===== src/rtl/dmem_responder.sv =====
// dmem_responder: memory-side responder for the core's data port.
// A 2**DEPTH_LOG2 x 32-bit store with four byte lanes. It accepts one read or
// byte-strobed write per valid/ready request, waits WAIT_STATES extra cycles,
// then holds a response until the requester takes it.
//
// Ports:
//   clk         clock, rising edge
//   rst         asynchronous active-high reset
//   req_valid   request present
//   req_ready   responder can accept a request this cycle
//   req_addr    byte address (word index = req_addr[DEPTH_LOG2+1:2])
//   req_wdata   write data, lane i = bits [8i+7:8i]
//   req_wstrb   lane write enables, 4'b0000 = read
//   resp_valid  response present
//   resp_ready  requester accepts the response
//   resp_rdata  response data (merged post-write word for writes)
//   resp_err    request was misaligned (no access performed)
//
// state | meaning
// ------+---------------------------------------------------------------
// IDLE  | no request in flight, ready for a new one
// WAIT  | request latched, counting down wait states
// RESP  | access committed, response held until resp_ready

module dmem_responder #(
    parameter int WAIT_STATES = 0,
    parameter int DEPTH_LOG2  = 6
) (
    input  logic        clk,
    input  logic        rst,
    input  logic        req_valid,
    output logic        req_ready,
    input  logic [7:0]  req_addr,
    input  logic [31:0] req_wdata,
    input  logic [3:0]  req_wstrb,
    output logic        resp_valid,
    input  logic        resp_ready,
    output logic [31:0] resp_rdata,
    output logic        resp_err
);

    typedef enum logic [1:0] {
        IDLE = 2'd0,
        WAIT = 2'd1,
        RESP = 2'd2
    } state_t;

    localparam logic [3:0] WAIT_LOAD = (WAIT_STATES > 0) ? 4'(WAIT_STATES - 1) : 4'd0;

    state_t state, state_nxt;
    logic [3:0] cnt, cnt_nxt;
    logic accept;
    logic commit;

    logic [7:0]  lat_addr;
    logic [31:0] lat_wdata;
    logic [3:0]  lat_wstrb;

    logic [7:0]  c_addr;
    logic [31:0] c_wdata;
    logic [3:0]  c_wstrb;
    logic [DEPTH_LOG2-1:0] c_idx;
    logic        c_aligned;
    logic [31:0] old_word;
    logic [31:0] new_word;

    logic [31:0] mem [2**DEPTH_LOG2];

    // RESP can hand over to the next request on the same edge the response
    // is taken, which is what allows one response per cycle at zero waits.
    assign req_ready  = (state == IDLE) || ((state == RESP) && resp_ready);
    assign accept     = req_valid && req_ready;
    assign resp_valid = (state == RESP);

    always_comb begin
        state_nxt = state;
        cnt_nxt   = cnt;
        commit    = 1'b0;
        case (state)
            IDLE: begin
                if (accept) begin
                    if (WAIT_STATES == 0) begin
                        state_nxt = RESP;
                        commit    = 1'b1;
                    end else begin
                        state_nxt = WAIT;
                        cnt_nxt   = WAIT_LOAD;
                    end
                end
            end
            WAIT: begin
                if (cnt == 4'd0) begin
                    state_nxt = RESP;
                    commit    = 1'b1;
                end else begin
                    cnt_nxt = cnt - 4'd1;
                end
            end
            RESP: begin
                if (resp_ready) begin
                    if (accept) begin
                        if (WAIT_STATES == 0) begin
                            state_nxt = RESP;
                            commit    = 1'b1;
                        end else begin
                            state_nxt = WAIT;
                            cnt_nxt   = WAIT_LOAD;
                        end
                    end else begin
                        state_nxt = IDLE;
                    end
                end
            end
            default: begin
                state_nxt = IDLE;
                cnt_nxt   = 4'd0;
            end
        endcase
    end

    always_ff @(posedge clk or posedge rst) begin
        if (rst) begin
            state <= IDLE;
            cnt   <= 4'd0;
        end else begin
            state <= state_nxt;
            cnt   <= cnt_nxt;
        end
    end

    always_ff @(posedge clk or posedge rst) begin
        if (rst) begin
            lat_addr  <= 8'd0;
            lat_wdata <= 32'd0;
            lat_wstrb <= 4'd0;
        end else if (accept) begin
            lat_addr  <= req_addr;
            lat_wdata <= req_wdata;
            lat_wstrb <= req_wstrb;
        end
    end

    // A commit from WAIT uses the latched request; a zero-wait commit happens
    // on the accept edge itself, so the live request is used directly.
    always_comb begin
        if (state == WAIT) begin
            c_addr  = lat_addr;
            c_wdata = lat_wdata;
            c_wstrb = lat_wstrb;
        end else begin
            c_addr  = req_addr;
            c_wdata = req_wdata;
            c_wstrb = req_wstrb;
        end
    end

    assign c_idx     = c_addr[DEPTH_LOG2+1:2];
    assign c_aligned = (c_addr[1:0] == 2'b00);
    assign old_word  = mem[c_idx];

    always_comb begin
        new_word = old_word;
        for (int i = 0; i < 4; i++) begin
            if (c_wstrb[i]) begin
                new_word[8*i +: 8] = c_wdata[8*i +: 8];
            end
        end
    end

    // Storage has no reset; contents survive rst.
    always_ff @(posedge clk) begin
        if (commit && c_aligned) begin
            for (int i = 0; i < 4; i++) begin
                if (c_wstrb[i]) begin
                    mem[c_idx][8*i +: 8] <= c_wdata[8*i +: 8];
                end
            end
        end
    end

    always_ff @(posedge clk or posedge rst) begin
        if (rst) begin
            resp_rdata <= 32'd0;
            resp_err   <= 1'b0;
        end else if (commit) begin
            resp_rdata <= c_aligned ? new_word : 32'd0;
            resp_err   <= ~c_aligned;
        end
    end

endmodule


===== config.mk =====
export PLATFORM = sky130hd
export DESIGN_NAME = dmem_responder
export DESIGN_NICKNAME = d
export VERILOG_FILES = /design/src/rtl/dmem_responder.sv
export SDC_FILE = /design/constraint.sdc
export NUM_CORES = 2
export LEC_CHECK = 0
export CAP_MARGIN = 5
export CELL_PAD_IN_SITES_DETAIL_PLACEMENT = 1
export CELL_PAD_IN_SITES_GLOBAL_PLACEMENT = 1
export CORE_MARGIN = 2
export CORE_UTILIZATION = 35
export CTS_CLUSTER_SIZE = 28
export DETAILED_ROUTE_END_ITERATION = 10
export PLACE_DENSITY = 0.61
export SYNTH_ARGS = -nofsm -noshare
export SYNTH_HDL_FRONTEND = slang
export SYNTH_SLANG_ARGS = --single-unit

===== constraint.sdc =====
create_clock -name clk -period 2.09 [get_ports clk]
set_input_delay 0.418 -clock clk [delete_from_list [all_inputs] [get_ports clk]]
set_output_delay 0.418 -clock clk [all_outputs]
set_load 0.01 [all_outputs]

==> flow_summary_export.csv <==
group,metric,value,unit
synth,synth_warnings,0,
power,powerDensity,855,nW/um^2
detailed_routing,antenna_left,0,
timing,clock_skew,0.0546,ns
worst_setup_path,cp-end-kind,"output pin",
worst_setup_path,critical_path.max_fanout,2,
synth,syn_avg_cell_area,18.1,sq um
floorplanning,core-area,230000,sq um
floorplanning,row_count,176,
layout,layout_common_cells,"edfxtp_1 (2048), buf_4 (742), buf_12 (399)",
synth,ys_ff_latch,2082,
placement,io_buffer_count,82,
clock_tree,cts.clk_slew.worst_paths,0.06,ns
synth,yosysTopAreaCell,"edfxtp_1",
grt,grt_pass1_wl,428000,um
floorplanning,dieHeight,485,um
power,ir_drop,922,uV
worst_hold_path,hold_class,"in2reg",
clock_tree,cts-root-buf,"clkbuf_16",
grt,grt_max_degree,66,
layout,drive_above_1_share,0.362,
synth,synthCells,4485,
timing,hold_viol_final,0,
floorplanning,dieArea,235000,sq um
grt,grt_antenna_before_repair,24,
placement,dp_slack,-1.44,ns
layout,num-nets-final,5671,
worst_setup_path,worstSetupPathType,"reg2out",
outcome,violations,"negative setup slack",
clock_tree,h-tree-depth,4,
worst_setup_path,crit_path_start_kind,"register",
power,p_leak,34.9,nW
detailed_routing,routed_wl,310000,um
detailed_routing,vias_per_cell,5.85,
placement,globalplace.congestion,0.935,
clock_tree,cts_tree,"done",
grt,grt_usage,0.260,
detailed_routing,firstDrtPassIters,6,
run,cap_violations,0,
synth,ys_seq_area_frac,0.770,
layout,final_common_cell,"edfxtp_1",
synth,ys.flop_type,"edfxtp_1",
timing,fin_crit,2.12,ns
layout,synthToLayoutAreaGrowth,30.4,%
worst_setup_path,critPathTopFamily,"flip-flops",
grt,grt_pass1_vias,52800,
timing,drv_slew,0,
timing,setup-violations-final,17,
timing,fmax,472,MHz
worst_setup_path,path_cells,"buf_2",
detailed_routing,wl_per_cell,35.1,um
floorplanning,die_w,485,um
detailed_routing,drtIter0Drc,6814,
timing,rsz0062_at_grt,"true",
timing,worst-slew-pin-transition,1.01,ns
outcome,outcome,"complete, but fails checks",
clock_tree,cts_buffers,209,
detailed_routing,drcViolationCount,0,
synth,synth_area_leaders,"edfxtp_1 (76%), mux4_2 (5.4%), a221oi_1 (2.9%)",
synth,synth_top_area_frac,0.759,
layout,fill_cells,21700,
synth,synth_area,81000,sq um
worst_setup_path,critPathArrivalTime,1.70,ns
synth,syn_nets,4533,
worst_setup_path,critical-path-slowest-cell,"dfrtp_2",
clock_tree,clockBufferDepth,3,
grt,overflow,0,
timing,finalSetupTns,-0.131,ns
timing,period_share,1.01,
placement,dp_hpwl,220000,um
clock_tree,insertion_delay,0.90,ns
floorplanning,start_util,0.352,
worst_setup_path,crit_buf_inv,1,
synth,synth_edf_count,2048,
floorplanning,io_pins,83,
timing,slew-limit-headroom,0.328,
synth,synthArstFlopShare,0.0163,
synth,ys_types,77,
worst_setup_path,cp_slowest_stage_delay,0.57,ns
timing,setup_ws,-0.0270,ns
clock_tree,cts_sinks,2082,
worst_setup_path,crit_required,1.67,ns
detailed_routing,vias,51800,
## cell type report
cell class                 count  area, sq um  share of cell area
clock buffer                 272         5530              0.0523
clock inverter               122         1310              0.0124
multi-input combinational   2078        18100               0.172
sequential                  2082        62400               0.591
timing repair buffer        1246        14400               0.137
tap                         3026         3790              0.0358
antenna                        9         22.5            0.000213
inverter                       6         31.3            0.000296
## cells by family (layout without fill, tap and decap cells)
| group | after synthesis | in the layout | synth area share |
|---|---|---|---|
| multiplexers | 471 | 471 | 0.0891 |
| AND/OR/NAND/NOR | 727 | 727 | 0.0390 |
| flip-flops | 2082 | 2082 | 0.770 |
| other | 0 | 9 | 0 |
| buffers and inverters | 325 | 1646 | 0.0220 |
| AO/OA/AOI/OAI | 880 | 880 | 0.0803 |
## power breakdown
group | internal [W] | switching [W] | total [W]
Combinational | 0.00248 | 0.00404 | 0.00651
Sequential | 0.0459 | 0.000132 | 0.0460
Clock | 0.0210 | 0.0168 | 0.0378
Total | 0.0694 | 0.0209 | 0.0903
## registers in the layout (all words and copies together) (netlist names)
signal,flops
mem,2048
state,1
resp_rdata,32
resp_err,1
## cell usage after synthesis (4+ instances only)
| cell | n |
|---|---|
| edfxtp_1 | 2048 |
| nor2_1 | 396 |
| a221oi_1 | 272 |
| mux2i_1 | 237 |
| mux4_2 | 196 |
| nand2_1 | 174 |
| buf_2 | 129 |
| a22oi_1 | 125 |
| o21ai_0 | 118 |
| clkbuf_1 | 111 |
| o22ai_1 | 97 |
| a21oi_1 | 94 |
| mux2_2 | 38 |
| dfrtp_1 | 34 |
| buf_6 | 31 |
| a22o_1 | 30 |
| buf_4 | 30 |
| nand2b_1 | 26 |
| nand3_1 | 26 |
| nor3_1 | 23 |
| and3_1 | 22 |
| a31oi_1 | 15 |
| buf_1 | 14 |
| a32oi_1 | 13 |
| a211oi_1 | 10 |
| o21a_1 | 10 |
| a221o_1 | 9 |
| nand4_1 | 9 |
| o2111ai_1 | 9 |
| o211ai_1 | 8 |
| o221ai_1 | 8 |
| o22a_1 | 7 |
| o31a_1 | 7 |
| a2111oi_0 | 6 |
| a222oi_1 | 6 |
| a41oi_1 | 6 |
| and4_1 | 5 |
| nor2b_1 | 5 |
| o2bb2ai_1 | 5 |
| a32o_1 | 4 |
| and3b_1 | 4 |
| inv_1 | 4 |
| nor3b_2 | 4 |
| nor4b_1 | 4 |
| or2_2 | 4 |
## stage by stage
stage          instance area, sq um  hold WS [ns]  total power (W)  std cells   util
2_1_floorplan                 82000         0.517           0.0492       4485      -
3_3_place_gp                  98200         0.513           0.0531       8405  0.427
3_5_place_dp                  98200         0.501           0.0532       8405  0.427
4_1_cts                      106000      0.000677           0.0906       8833  0.458
5_1_grt                      106000        0.0387           0.0923       8833  0.459
6_report                     106000        0.0392           0.0903       8841  0.459
## per-layer routing
layer,part of all wire,up-vias,wire (um),global-route usage
met4,0.056,20,17500,0.127
met3,0.086,663,26600,0.0495
li1,-,20700,-,-
met5,0.00042,-,130,0
met1,0.40,27600,123000,0.347
met2,0.46,2816,143000,0.407
## worst paths after layout
| kind | depth (start not counted) | startpoint | end | slack, ns |
|---|---|---|---|---|
| min reg2reg | 2 | resp_err$_DFFE_PP0P_ | resp_err$_DFFE_PP0P_ | 0.53 |
| min in group asynchronous | 3 | rst | state[1]$_DFFE_PP0P_ | 0.56 |
| max reg2reg | 8 | state[1]$_DFFE_PP0P_ | mem[50][4]$_DFFE_PP_ | -0.02 |
| max in group asynchronous | 4 | rst | resp_rdata[16]$_DFFE_PP0P_ | 0.85 |
| min | 1 | req_wdata[15] | mem[19][15]$_DFFE_PP_ | 0.04 |
| max | 1 | resp_rdata[26]$_DFFE_PP0P_ | resp_rdata[26] | -0.03 |
## repair_timing
item | CTS | global route
buffers inserted | 15 | 0
endpoints found under the hold margin | 165 | 0
resized for setup | 180 | 24
pin swaps | 6 | 3
hold buffers | 19 | 0
endpoints found under the setup margin | 173 | 895
No activity file was read; power rests on OpenSTA's default activity.
